**config.mk**
```make
export PLATFORM = sky130hd
export DESIGN_NAME = bullet_controller
export DESIGN_NICKNAME = d
export VERILOG_FILES = /design/src/rtl/bullet_controller.sv
export SDC_FILE = /design/constraint.sdc
export NUM_CORES = 1
export LEC_CHECK = 0
export BUFFER_PORTS_ARGS = -buffer_cell sky130_fd_sc_hd__buf_2
export CAP_MARGIN = 15
export CORE_MARGIN = 5
export CORE_UTILIZATION = 28
export CTS_BUF_LIST = sky130_fd_sc_hd__clkbuf_4
export DETAILED_ROUTE_END_ITERATION = 12
export PLACE_DENSITY = 0.53
export REMOVE_ABC_BUFFERS = 1
export SLEW_MARGIN = 10
export SYNTH_ARGS = -nofsm -noshare
export SYNTH_HDL_FRONTEND = slang
export SYNTH_SLANG_ARGS = --single-unit
```
**constraint.sdc**
```tcl
create_clock -name Clk -period 3.6 [get_ports Clk]
set_input_delay 0.72 -clock Clk [delete_from_list [all_inputs] [get_ports Clk]]
set_output_delay 0.72 -clock Clk [all_outputs]
set_load 0.005 [all_outputs]
```
**src/rtl/bullet_controller.sv**
```systemverilog
// bullet_controller: one player's projectile. Launches from the shooter on a
// fire edge, advances once per video frame, retires off-screen or on a hit,
// then holds off new shots for a number of frames.
// Optional feature macro: BULLET_GRAVITY_EN (ballistic vertical motion).
module bullet_controller #(
    parameter int STEP            = 4,
    parameter int X_MAX           = 639,
    parameter int Y_MAX           = 479,
    parameter int COOLDOWN_FRAMES = 8
) (
    input  logic       Clk,
    input  logic       Reset_n,
    input  logic       frame_clk,
    input  logic       fire,
    input  logic       facing_left,
    input  logic [9:0] ShooterX,
    input  logic [9:0] ShooterY,
    input  logic       hit,
    output logic [9:0] BulletX,
    output logic [9:0] BulletY,
    output logic [9:0] bullet_on,
    output logic       ready
);

    typedef enum logic [1:0] {IDLE, FLYING, COOLDOWN} state_t;

    state_t     state, state_next;
    logic [9:0] bullet_x, bullet_y, x_next, y_next;
    logic       dir, dir_next;
    logic [7:0] cnt, cnt_next;
    logic       on_q, ready_q;

    logic frame_s1, frame_s2, frame_d, tick;
    logic fire_d, fire_rise;

    logic [10:0] x_fwd;
    logic [9:0]  x_back;
    logic        x_out, y_out;

`ifdef BULLET_GRAVITY_EN
    logic signed [4:0]  vy, vy_next;
    logic signed [10:0] y_sum;
`endif

    // Synchronize the frame strobe and remember fire for edge detection.
    // NOTE: sequential state uses non-blocking assignments so every flop
    // samples the pre-edge value of its neighbours.
    always_ff @(posedge Clk or negedge Reset_n) begin
        if (!Reset_n) begin
            frame_s1 <= 1'b0;
            frame_s2 <= 1'b0;
            frame_d  <= 1'b0;
            fire_d   <= 1'b0;
        end else begin
            frame_s1 <= frame_clk;
            frame_s2 <= frame_s1;
            frame_d  <= frame_s2;
            fire_d   <= fire;
        end
    end

    assign tick      = frame_s2 & ~frame_d;
    assign fire_rise = fire & ~fire_d;

    // Horizontal move candidates; the forward sum is one bit wider so it
    // cannot wrap past X_MAX.
    assign x_fwd  = {1'b0, bullet_x} + 11'(STEP);
    assign x_back = bullet_x - 10'(STEP);
    assign x_out  = dir ? (bullet_x < 10'(STEP)) : (x_fwd > 11'(X_MAX));

`ifdef BULLET_GRAVITY_EN
    assign y_sum = $signed({1'b0, bullet_y}) + {{6{vy[4]}}, vy};
    assign y_out = (y_sum < 11'sd0) || (y_sum > $signed(11'(Y_MAX)));
`else
    assign y_out = 1'b0;
`endif

    // State register.
    always_ff @(posedge Clk or negedge Reset_n) begin
        if (!Reset_n) state <= IDLE;
        else          state <= state_next;
    end

    // Next-state and datapath next values.
    // NOTE: every variable gets a default at the top so no path leaves one
    // unassigned, which would otherwise infer a latch.
    always_comb begin
        state_next = state;
        x_next     = bullet_x;
        y_next     = bullet_y;
        dir_next   = dir;
        cnt_next   = cnt;
`ifdef BULLET_GRAVITY_EN
        vy_next    = vy;
`endif
        case (state)
            IDLE: begin
                if (fire_rise) begin
                    state_next = FLYING;
                    x_next     = ShooterX;
                    y_next     = ShooterY;
                    dir_next   = facing_left;
`ifdef BULLET_GRAVITY_EN
                    vy_next    = -5'sd4;
`endif
                end
            end
            FLYING: begin
                if (hit) begin
                    // A hit wins over a coincident tick: no movement applied.
                    state_next = COOLDOWN;
                    cnt_next   = 8'(COOLDOWN_FRAMES);
                end else if (tick) begin
                    if (x_out || y_out) begin
                        state_next = COOLDOWN;
                        cnt_next   = 8'(COOLDOWN_FRAMES);
                    end else begin
                        x_next = dir ? x_back : x_fwd[9:0];
`ifdef BULLET_GRAVITY_EN
                        y_next  = y_sum[9:0];
                        vy_next = (vy == 5'sd7) ? 5'sd7 : vy + 5'sd1;
`endif
                    end
                end
            end
            COOLDOWN: begin
                if (tick) begin
                    cnt_next = cnt - 8'd1;
                    if (cnt == 8'd1) state_next = IDLE;
                end
            end
            default: state_next = IDLE;
        endcase
    end

    // Datapath and registered outputs.
    always_ff @(posedge Clk or negedge Reset_n) begin
        if (!Reset_n) begin
            bullet_x <= '0;
            bullet_y <= '0;
            dir      <= 1'b0;
            cnt      <= '0;
            on_q     <= 1'b0;
            ready_q  <= 1'b1;
        end else begin
            bullet_x <= x_next;
            bullet_y <= y_next;
            dir      <= dir_next;
            cnt      <= cnt_next;
            on_q     <= (state_next == FLYING);
            ready_q  <= (state_next == IDLE);
        end
    end

`ifdef BULLET_GRAVITY_EN
    // Vertical velocity register.
    always_ff @(posedge Clk or negedge Reset_n) begin
        if (!Reset_n) vy <= '0;
        else          vy <= vy_next;
    end
`endif

    assign BulletX   = bullet_x;
    assign BulletY   = bullet_y;
    assign bullet_on = {9'b0, on_q};
    assign ready     = ready_q;

endmodule

```
# [Word level (Yosys, flattened, before mapping)]
# Index checks and enable logic that the tools add are counted.
[totals] reg_bits=37 inputBits=26 output_inout_bits=31 word_cells=57
[op_classes] add_sub_neg=3 magnitude_cmp=2 eq_ne=11 muxes=19 bitwise=4 reduce_logical=7
[ops] op="10-bit 2-to-1 mux" count=5
[ops] op="8-bit 2-to-1 mux" count=4
[ops] op="10-bit case mux with 2 select lines" count=1
[ops] op="8-bit case mux with 2 select lines" count=1
[ops] op="2-bit 2-to-1 mux" count=6
[ops] op="10-bit by 3-bit adder with 11-bit output, second input constant" count=1
[ops] op="11-bit by 10-bit > comparator with 1-bit output, second input constant" count=1
[ops] op="10-bit by 3-bit < comparator with 1-bit output, second input constant" count=1
[ops] op="2-bit inequality test, second input constant" count=5
[ops] op="10-bit by 3-bit subtractor with 10-bit output, second input constant" count=1
[ops] op="8-bit by 1-bit equality test with 1-bit output, second input constant" count=1
[ops] op="8-bit by 1-bit subtractor with 8-bit output, second input constant" count=1
[ops] op="3-bit inequality test, second input constant" count=2
[ops] op="2-bit case mux with 3 select lines" count=1
[ops] op="5-bit AND reduction" count=1
[ops] op="2-bit by 1-bit equality test with 1-bit output, second input constant" count=2
[ops] op="2-bit zero test" count=2
[ops] op="4-bit AND reduction" count=1
[ops] op="2-bit nonzero test" count=2
[ops] op="1-bit AND" count=2
[ops] op="2-bit equality test, second input constant" count=1
[ops] op="1-bit NOT" count=2
[ops] op="2-bit AND reduction" count=1
[ops] op="1-bit 2-to-1 mux" count=1

# [Logic depth before layout (Yosys ltp)]
# Gate-level depths: netlist of the first run.
[depth] word_depth=8 ltp_mapped=10 depth_no_buf=8

# [Worst setup path before layout of the first run]
# Ideal clock, no wire load.
[synth_timing] path_kind="reg-to-reg" from="reg bullet_x[2] (netlist: BulletX[2])" to="reg bullet_x[6] (netlist: BulletX[6])" setup_ns=0.124 t_arrival_ns=2.254 path_slack_ns=1.222 stages_incl_launch_ff=11 path_buffers=2 cell_sequence="dfrtp_1 -> buf_2 -> inv_1 -> ha_1 -> or4bb_1 -> o32ai_2 -> nor3_1 -> a2bb2oi_2 -> buf_4 -> nor2_1 -> a211o_1"
[synth_between] elab_chain_cells=6 elab_cells_between_ends=12 cone_classes="add/sub (2); order compare (2); eq/ne (1); mux (6); reduce/logical (1)"
[synth_lines] element="start: declaration" line_no="28" text="logic [9:0] bullet_x, bullet_y, x_next, y_next;"
[synth_lines] element="start signal: assignment" line_no="146" text="bullet_x <= x_next;"
[synth_lines] element="parallel branches: the longest is 6 deep, another holds 10-bit by 3-bit adder with 11-bit output"
# Several ways; the timed one is not identified. The select of a mux whose other input is x is not followed.
# A chain may end at the register's enable or synchronous reset.

# [Final worst setup path of the first run]
# Same ends and word-level chain as after synthesis.

==> impl_metrics.tcl, run 1 <==
set metrics [dict create \
    setup_viol 0 \
    share_seq_of_total_power_pct 42.5 \
    drtPass1Iterations 4 \
    count_of_buffers_inserted_at_the_top_level_ports 47 \
    synth.ff_latch_count 37 \
    cap_violations 0 \
    fill_cells 787 \
    number_of_buffers_created_by_cts 5 \
    cell_internal_pwr_w 0.00110 \
    yosys.cell_types.count 54 \
    power_leakage_nw 1.15 \
    power.switching_fraction_pct 42.2 \
    maximum_number_of_pins_on_one_net_before_global_route_repair 38 \
    power.share.clock_pct 15.7 \
    global_route_wire_length_before_repair_mm 8.73 \
    ant_nets 0 \
    h-tree-depth 2 \
    worst_hold_slack_ns 0.364 \
    crit_arrival_ns 2.97 \
    yosys_warnings 0 \
    core_area_um2 7650 \
    synth_area_um2 2160 \
    design.final.nets 311 \
    period_share_pct 75.7 \
    flow.area_growth_from_synthesis_pct 16.0 \
    finalClockSkew_ns 0.00984 \
    route.final.wire_length_mm 5.19 \
    vias 1834 \
    power.density_nw_per_um2 759 \
    drive_above_1_share_pct 24.2 \
    antennaDiodeCount 0 \
    timing.critical_path.to_type "register" \
    synth_ff_type "dfrtp_1" \
    layout_commonest_cell "nand2_1" \
    crit_required_ns 3.85 \
    drtIter0Drc 120 \
    p_switching_w 0.000805 \
    holdCritPathClass "register to register" \
    critical_path.max_stage_delay_ns 0.52 \
    post-route-drc-count 0 \
    critical_path_cell_list "inv_1, ha_1, or4bb_1, o32ai_2, nor3_1, a2bb2oi_2, nor2_1, a211o_1" \
    vdd_ir_drop_max_v 0.000238 \
    design.portCount 57 \
    count_of_buffers_added_by_post_cts_timing_repair_for_setup 0 \
    finalNonFillerCells 383 \
    ctsHoldBuffers 0 \
    synth_enable_flop_cells 0 \
    ctsRootBufferMaster "clkbuf_4" \
    synth_cells 241 \
    comb_power_share_pct 41.7 \
    postSynthAreaPerCell_um2 8.98 \
    initial_core_utilization_pct 28.3 \
    max_clock_freq_mhz 367 \
    path_class "register to register" \
    result_of_the_run "completed" \
    layout.cells.most_common_list "nand2_1, buf_2, dfrtp_1, nor2_1, conb_1" \
    synthDominantCellAreaShare_pct 41.6 \
    cp.buffers_inverters 1 \
    startpoint_type "register" \
    drt-wirelength-per-cell_um 13.5 \
    aggregate_global_route_resource_usage_pct 11.2 \
    critical_path.max_fanout 15 \
    post_cts.resized_instances 0 \
    chipWidth_um 97.9 \
    site_rows 32 \
    antenna_found_initial 0 \
    synth.yosys.seq_area_share_pct 42.8 \
    bufs_on_longest_clock_path 2 \
    critical-path-slowest-cell "a2bb2oi_2" \
    p_total_w 0.00191 \
    slew_viol_final 0 \
    post-dp-hpwl_mm 3.68 \
    clock_pin_slew_worst_setup_and_hold_paths_ns 0.13 \
    tns_ns 0 \
    category_of_cells_accounting_for_the_largest_share_of_critical_path_delay "compound AO/OA/AOI/OAI gates" \
    unrepaired_setup_endpoints_after_global_routing "no" \
    tritoncts_clock_tree "done" \
    viasPerCell 4.79 \
    async_reset_ff_share_pct 100 \
    number_of_cells_in_the_design_after_placement 375 \
    timing.final.hold_violations 0 \
    synth.area.top_cells "dfrtp_1, nand2_1, nor2_1, buf_4, ha_1" \
    y_dimension_of_the_die_um 97.9 \
    grt_overflow_total 0 \
    slew-limit-headroom_pct 36.6 \
    clkSinkCount 37 \
    gp_congestion 0.811 \
    first_global_vias 1797 \
    final.min_clock_period_ns 2.73 \
    yosys.area.top_type "dfrtp_1" \
    max_slew.worst_pin.slew_ns 0.950 \
    clk_latency_ns 0.35 \
    die_area_um2 9590 \
]
## layout make-up
type | count | area [um^2] | share of cell area [%]
Multi-Input combinational cell | 181 | 1100 | 44.0
Sequential cell | 37 | 927 | 36.9
Timing Repair Buffer | 49 | 250 | 9.97
Tap cell | 102 | 128 | 5.08
Clock buffer | 6 | 45.0 | 1.79
Clock inverter | 2 | 33.8 | 1.35
Inverter | 6 | 22.5 | 0.897
## power by group through the flow
stage | Combinational, W | Clock (W) | Sequential, W
6_report | 0.000795 | 0.000299 | 0.000810
5_1_grt | 0.000901 | 0.000327 | 0.000847
4_1_cts | 0.000807 | 0.000308 | 0.000809
3_5_place_dp | 0.000805 | 0 | 0.000812
3_3_place_gp | 0.000794 | 0 | 0.000812
2_1_floorplan | 0.000513 | 0 | 0.000777
## cell families (layout without fill, tap and decap cells)
kind of cell / count (synthesis) / count (layout) / share of synthesized area [%]
adder cells (fa/ha/maj): 5 / 5 / 2.89
XOR/XNOR: 8 / 8 / 3.24
other: 1 / 9 / 0.173
AO/OA/AOI/OAI: 35 / 35 / 14.5
AND/OR/NAND/NOR: 124 / 124 / 28.4
flip-flops: 37 / 37 / 42.8
buffers and inverters: 31 / 63 / 7.92
## cell usage after synthesis, types with 4 or more instances
library cell  number
a211oi_1           5
a21oi_1            4
buf_2              5
buf_4             11
clkbuf_1           8
dfrtp_1           36
ha_1               5
inv_1              6
nand2_1           51
nand2b_1           6
nand3_1            4
nor2_1            25
nor3_1             7
nor4_1             5
or3_1              4
xnor2_1            7
## flip-flops by register name, indices dropped and copies added, names as in the netlist, 2 cells and up
signal	flops
BulletY	10
BulletX	10
state	2
cnt	8
## metrics by stage
step | utilization (%) | cell area (um^2) | worst slack [ns]
2_1_floorplan | - | 2050 | 0.686
3_3_place_gp | 31.8 | 2430 | 0.974
3_5_place_dp | 31.8 | 2430 | 0.885
4_1_cts | 32.8 | 2510 | 0.855
5_1_grt | 32.8 | 2510 | 0.664
6_report | 32.8 | 2510 | 0.875
## routing by layer
metal / vias up / share of wire (%) / track usage [%]
met5: - / 0 / 0
met4: 0 / 1.9 / 4.37
met3: 7 / 5.8 / 2.43
met2: 65 / 45 / 17.9
met1: 872 / 47 / 14.7
li1: 890 / - / -
## worst reg2reg max path, cell delays in order, from the launching register on
cell	delay [ns]
dfrtp_1	0.51
inv_1	0.16
ha_1	0.17
or4bb_1	0.50
o32ai_2	0.18
nor3_1	0.12
a2bb2oi_2	0.52
nor2_1	0.18
a211o_1	0.30
## final timing paths
check,start,to,depth (start not counted),slack (ns)
worst max-delay path,BulletX[2],BulletX[6],8,0.87
worst min-delay path,frame_s1,frame_s2,0,0.36
worst max register to register,BulletX[2],BulletX[6],8,0.87
worst min register to register,frame_s1,frame_s2,0,0.36
max in group asynchronous,Reset_n,BulletY[9],1,2.61
min in group asynchronous,Reset_n,cnt[2],1,0.45
Power figures use the tool's default switching activity.
==> run 2: changes to the inputs <==
- ABC_AREA: unset -> 1
- clock period: 3.6 -> 2.6 ns (I/O delays scaled with it)
==> run 2 against run 1 <==
- clock skew is 0.0011 ns lower
- register-to-register slack worse by 0.52 ns
- core utilization grew 0.23 points
- sequential power increased by 30%
- final area increased by 0.70%
- routed wire length down 10%
- via count fell by 3.3%
- largest cell class unchanged
- largest power group is now combinational logic
==> impl_metrics.tcl, run 2 <==
set metrics [dict create \
    result_of_the_run "completed" \
    count_of_buffers_added_by_post_cts_timing_repair_for_setup 0 \
    yosys.area.top_type "dfrtp_1" \
    timing.critical_path.to_type "register" \
    timing.final.hold_violations 0 \
    async_reset_ff_share_pct 100 \
    tritoncts_clock_tree "done" \
    finalClockSkew_ns 0.00872 \
    drt-wirelength-per-cell_um 11.4 \
    antennaDiodeCount 0 \
    grt_overflow_total 0 \
    design.portCount 57 \
    route.final.wire_length_mm 4.66 \
    synthDominantCellAreaShare_pct 41.4 \
    netlist_top_cells_count "nand2_1, dfrtp_1, nor2_1, inv_1, nand3_1" \
    count_of_buffers_inserted_at_the_top_level_ports 47 \
    gp_congestion 0.774 \
    drtIter0Drc 35 \
    yosys_warnings 0 \
    critical_path.max_fanout 13 \
    drive_above_1_share_pct 30.5 \
    ant_nets 0 \
    synth_cells 258 \
    slew_viol_final 0 \
    bufs_on_longest_clock_path 2 \
    slew-limit-headroom_pct 45.9 \
    layout_commonest_cell "nand2_1" \
    cap_violations 0 \
    fill_cells 843 \
    power.density_nw_per_um2 1050 \
    h-tree-depth 2 \
    post-route-drc-count 0 \
    site_rows 32 \
    viasPerCell 4.32 \
    crit_arrival_ns 2.48 \
    max_clock_freq_mhz 445 \
    clk_latency_ns 0.35 \
    max_slew.worst_pin.slew_ns 0.811 \
    flow.area_growth_from_synthesis_pct 16.1 \
    ctsHoldBuffers 0 \
    startpoint_type "register" \
    p_total_w 0.00265 \
    tns_ns 0 \
    synth.area.top_cells "dfrtp_1, nand2_1, mux2_2, buf_4, nor2_1" \
    maximum_number_of_pins_on_one_net_before_global_route_repair 38 \
    first_global_vias 1864 \
    post-dp-hpwl_mm 3.62 \
    vias 1773 \
    yosys.cell_types.count 35 \
    synth_enable_flop_cells 0 \
    ctsRootBufferMaster "clkbuf_4" \
    clock_pin_slew_worst_setup_and_hold_paths_ns 0.13 \
    y_dimension_of_the_die_um 98.2 \
    post_cts.resized_instances 0 \
    layout.area.seq_um2 927 \
    global_route_wire_length_before_repair_mm 8.25 \
    yosysMostFrequentCell "nand2_1" \
    drtPass1Iterations 4 \
    synth_area_um2 2180 \
    chipWidth_um 98.2 \
    period_share_pct 86.4 \
    vdd_ir_drop_max_v 0.000401 \
    layout.cells.most_common_list "nand2_1, buf_2, dfrtp_1, nor2_1, inv_1" \
    antenna_found_initial 0 \
    postSynthAreaPerCell_um2 8.44 \
    synth.yosys.seq_area_share_pct 42.6 \
    design.final.nets 338 \
    core_area_um2 7650 \
    final.min_clock_period_ns 2.25 \
    clkSinkCount 37 \
    unrepaired_setup_endpoints_after_global_routing "no" \
    number_of_buffers_created_by_cts 5 \
    power_leakage_nw 1.27 \
    holdCritPathClass "input port to async pin" \
    path_class "register to register" \
    multi_input_area_um2 1070 \
    setup_viol 0 \
    synth_ff_type "dfrtp_1" \
    crit_required_ns 2.84 \
    synth.ff_latch_count 37 \
    aggregate_global_route_resource_usage_pct 10.2 \
    die_area_um2 9640 \
    initial_core_utilization_pct 28.5 \
]
## run 2: cell types whose count changed in the layout (fill, tap and decap cells not counted), moves of 4 or more
cell / previous run / this run
a211oi_1: 5 / 0
inv_1: 6 / 19
mux2_2: 0 / 12
nand2_1: 51 / 63
nand2_2: 0 / 9
nand2b_1: 6 / 0
nand3_1: 4 / 17
nor2_2: 0 / 4
nor3_1: 7 / 2
nor4_1: 5 / 0
o21ai_0: 3 / 7
o21ai_2: 0 / 6
xnor2_1: 7 / 2
xor2_1: 1 / 9
## run 2: worst max-delay path, cell delays in order (launching register included)
cell and delay [ns]:
dfrtp_1 0.49, inv_2 0.11, ha_1 0.30, inv_1 0.05, nor2_1 0.08, nand2_1 0.07
nor2_1 0.08, nand3_1 0.08, nand2_1 0.07, nand2_1 0.04, nand2_1 0.06, nand2_1 0.06
nand2_2 0.08, nand2_2 0.05, nand2_2 0.24, inv_1 0.13, nand2_1 0.07, o21ai_0 0.08
## run 2: metal layers
layer | global-route usage [%] | share of wire (%) | up-vias
met5 | 0 | 0 | -
met4 | 4.52 | 2.1 | 0
met3 | 2.86 | 6.5 | 7
met2 | 17.1 | 46 | 40
met1 | 12.3 | 46 | 816
li1 | - | - | 910
## run 2: metrics by stage
stage / std cells / setup slack [ns] / utilization (%) / hold slack [ns] / instance area [um^2]
2_1_floorplan: 250 / 0.603 / - / 0.224 / 2080
3_3_place_gp: 402 / 0.414 / 32.2 / 0.341 / 2470
3_5_place_dp: 402 / 0.368 / 32.2 / 0.342 / 2470
4_1_cts: 410 / 0.351 / 33.1 / 0.250 / 2530
5_1_grt: 410 / 0.0899 / 33.1 / 0.247 / 2530
6_report: 410 / 0.354 / 33.1 / 0.238 / 2530
## run 2: where the power goes
part | total (W) | switching, W | internal (W)
combinational | 0.00127 | 0.000721 | 0.000548
clock | 0.000323 | 0.000211 | 0.000112
sequential | 0.00105 | 0.000241 | 0.000812
total | 0.00265 | 0.00117 | 0.00147
## run 2: cells by family (layout without fill, tap and decap cells)
logic type / count (synthesis) / after routing / share of synthesized area [%]
AND/OR/NAND/NOR: 126 / 126 / 25.7
buffers and inverters: 38 / 80 / 9.65
flip-flops: 37 / 37 / 42.6
AO/OA/AOI/OAI: 28 / 28 / 8.39
multiplexers: 12 / 12 / 6.20
XOR/XNOR: 11 / 11 / 4.42
adder cells (fa/ha/maj): 5 / 5 / 2.87
other: 1 / 9 / 0.172
## run 2: layout make-up
cell class,instances,share of cell area [%]
inverter,22,3.27
clock inverter,3,0.990
timing repair buffer,50,10.2
tap,102,5.05
clock buffer,5,1.48
sequential,37,36.7
multi-input combinational,191,42.4
## run 2: path summary, 6_finish.rpt
kind / from / slack (ns) / cells after the start / to
setup / recovery: BulletX[2] / 0.35 / 17 / BulletX[7]
setup reg to reg: BulletX[2] / 0.35 / 17 / BulletX[7]
min in group Clk: frame_clk / 0.27 / 1 / frame_s1
max in group asynchronous: Reset_n / 1.84 / 1 / BulletY[2]
hold / removal: Reset_n / 0.24 / 1 / BulletY[7]
hold reg to reg: frame_s1 / 0.37 / 0 / frame_s2
==> run 3: changes to the inputs <==
- CORE_ASPECT_RATIO: unset -> 0.6
==> run 3 against run 2 <==
- final area is 0.35% higher
- sequential cell count is the same
- core utilization is 1.1 points higher
- via count rose by 3.0%
- clock-buffer cell count did not move
- first-iteration DRC count increased to 3.4 times the previous value
- combinational power is essentially flat
- fmax shrank 0.46%
- final cell count rose by 0.73%
- register-to-register slack about the same
- sequential power is essentially flat
- critical path type unchanged
- largest cell class unchanged
==> impl_metrics.tcl, run 3 (synthesis results as in run 2) <==
set metrics [dict create \
    unrepaired_setup_endpoints_after_global_routing "no" \
    slew_viol_final 0 \
    tritoncts_clock_tree "done" \
    holdCritPathClass "input port to async pin" \
    timing.final.hold_violations 0 \
    chipWidth_um 124 \
    antenna_found_initial 0 \
    result_of_the_run "completed" \
    count_of_buffers_added_by_post_cts_timing_repair_for_setup 0 \
    global_route_wire_length_before_repair_mm 8.60 \
    gr-usage-met2_pct 13.9 \
    period_share_pct 86.8 \
    power.density_nw_per_um2 1060 \
    site_rows 24 \
    finish.instance_area_um2 2540 \
    antennaDiodeCount 0 \
    setup_viol 0 \
    clk_latency_ns 0.36 \
    max_clock_freq_mhz 443 \
    final.min_clock_period_ns 2.26 \
    first_global_vias 1714 \
    place_worst_setup_slack_ns 0.342 \
    y_dimension_of_the_die_um 78.3 \
    ctsHoldBuffers 0 \
    design.final.nets 339 \
    initial_core_utilization_pct 29.4 \
    clock_pin_slew_worst_setup_and_hold_paths_ns 0.13 \
    worst_hold_slack_ns 0.239 \
    cell_internal_pwr_w 0.00148 \
    path_class "register to register" \
    viasPerCell 4.42 \
    crit_required_ns 2.84 \
    drtIter0Drc 119 \
    share_seq_of_total_power_pct 39.8 \
    drtPass1Iterations 4 \
    critical_path.max_fanout 11 \
    layout_commonest_cell "nand2_1" \
    power_leakage_nw 1.28 \
    gp_congestion 0.844 \
    grt_most_used_layer "met1" \
    slew-limit-headroom_pct 44.9 \
    drt-wirelength-per-cell_um 12.4 \
    layout.cells.most_common_list "nand2_1, buf_2, dfrtp_1, nor2_1, inv_1" \
    maximum_number_of_pins_on_one_net_before_global_route_repair 38 \
    comb_power_share_pct 48.3 \
    worstRegToRegCells 16 \
    grtUsageMet1_pct 17.5 \
    timing.critical_path.to_type "register" \
    ant_nets 0 \
    aggregate_global_route_resource_usage_pct 11.4 \
    post-route-drc-count 0 \
    vdd_ir_drop_max_v 0.000432 \
    cap_violations 0 \
    power.share.clock_pct 11.9 \
    tns_ns 0 \
    clkSinkCount 37 \
    grt_overflow_total 0 \
    post-dp-hpwl_mm 4.05 \
    finalClockSkew_ns 0.0185 \
    core_area_um2 7420 \
    max_slew.worst_pin.slew_ns 0.827 \
    power.switching_fraction_pct 44.9 \
    placedInstanceArea_um2 2480 \
    die_area_um2 9700 \
    p_switching_w 0.00120 \
    post_cts.resized_instances 0 \
    crit_arrival_ns 2.50 \
    h-tree-depth 2 \
    vias 1827 \
    ctsRootBufferMaster "clkbuf_4" \
    setup_ws_ns 0.343 \
    drive_above_1_share_pct 31.1 \
    count_of_buffers_inserted_at_the_top_level_ports 47 \
    number_of_buffers_created_by_cts 5 \
    bufs_on_longest_clock_path 2 \
    globalRouteMet3Util_pct 5.24 \
    design.portCount 57 \
    flow.area_growth_from_synthesis_pct 16.5 \
    startpoint_type "register" \
    route.final.wire_length_mm 5.13 \
]
run 3: changes by cell type in the layout (fill, tap and decap cells not counted):
cell / before / now
buf_4: 3 / 4
clkinv_2: 0 / 1
clkinv_4: 0 / 2
clkinvlp_4: 1 / 0
dfrtp_1: 36 / 35
dfrtp_2: 0 / 1
inv_6: 2 / 0
run 3: cell type report:
class	instances	area (um^2)
Clock buffer	5	37.5
Inverter	22	82.6
Sequential cell	37	928
Tap cell	104	130
Fill cell	781	4880
Clock inverter	3	22.5
Timing Repair Buffer	51	265
Multi-Input combinational cell	191	1070
run 3: path summary, 6_finish.rpt:
kind                                    to  slack [ns]  startpoint
worst max register to register      cnt[6]        0.34  BulletX[3]
min in group Clk                  frame_s1        0.27   frame_clk
worst min-delay path              state[0]        0.24     Reset_n
worst max-delay path                cnt[6]        0.34  BulletX[3]
max in group asynchronous       BulletX[2]        1.78     Reset_n
worst min register to register    frame_s2        0.36    frame_s1
run 3: worst max-delay path: stages, from the launching register on:
cell and delay [ns]:
dfrtp_1 0.49, ha_1 0.29, nand2_1 0.14, nor2_2 0.16
nand2_1 0.07, nand2_1 0.07, nor2_1 0.04, nand2_1 0.05
nand2_1 0.05, nand2_1 0.06, nand2_1 0.06, nand2_2 0.07
nand2_2 0.06, nand2_2 0.21, nand2_2 0.18, nand2_1 0.09
nand2_1 0.05
run 3: per-layer routing:
metal | up-vias | share of wire, %
li1 | 916 | -
met3 | 4 | 9.8
met5 | - | 0
met1 | 840 | 53
met2 | 67 | 37
met4 | 0 | 0.66
run 3: stage by stage:
step                std cells  util [%]  power, W
floorplan                 250         -   0.00192
global placement          405      33.4   0.00238
detailed placement        405      33.4   0.00239
CTS                       413      34.2   0.00272
global route              413      34.2   0.00297
finish                    413      34.2   0.00268
run 3: power by group through the flow:
| stage | registers (W) | clock network, W | logic, W |
|---|---|---|---|
| 3_5_place_dp | 0.00108 | 0 | 0.00131 |
| 2_1_floorplan | 0.00104 | 0 | 0.000876 |
| 3_3_place_gp | 0.00107 | 0 | 0.00131 |
| 5_1_grt | 0.00112 | 0.000363 | 0.00149 |
| 6_report | 0.00107 | 0.000318 | 0.00130 |
| 4_1_cts | 0.00107 | 0.000336 | 0.00131 |
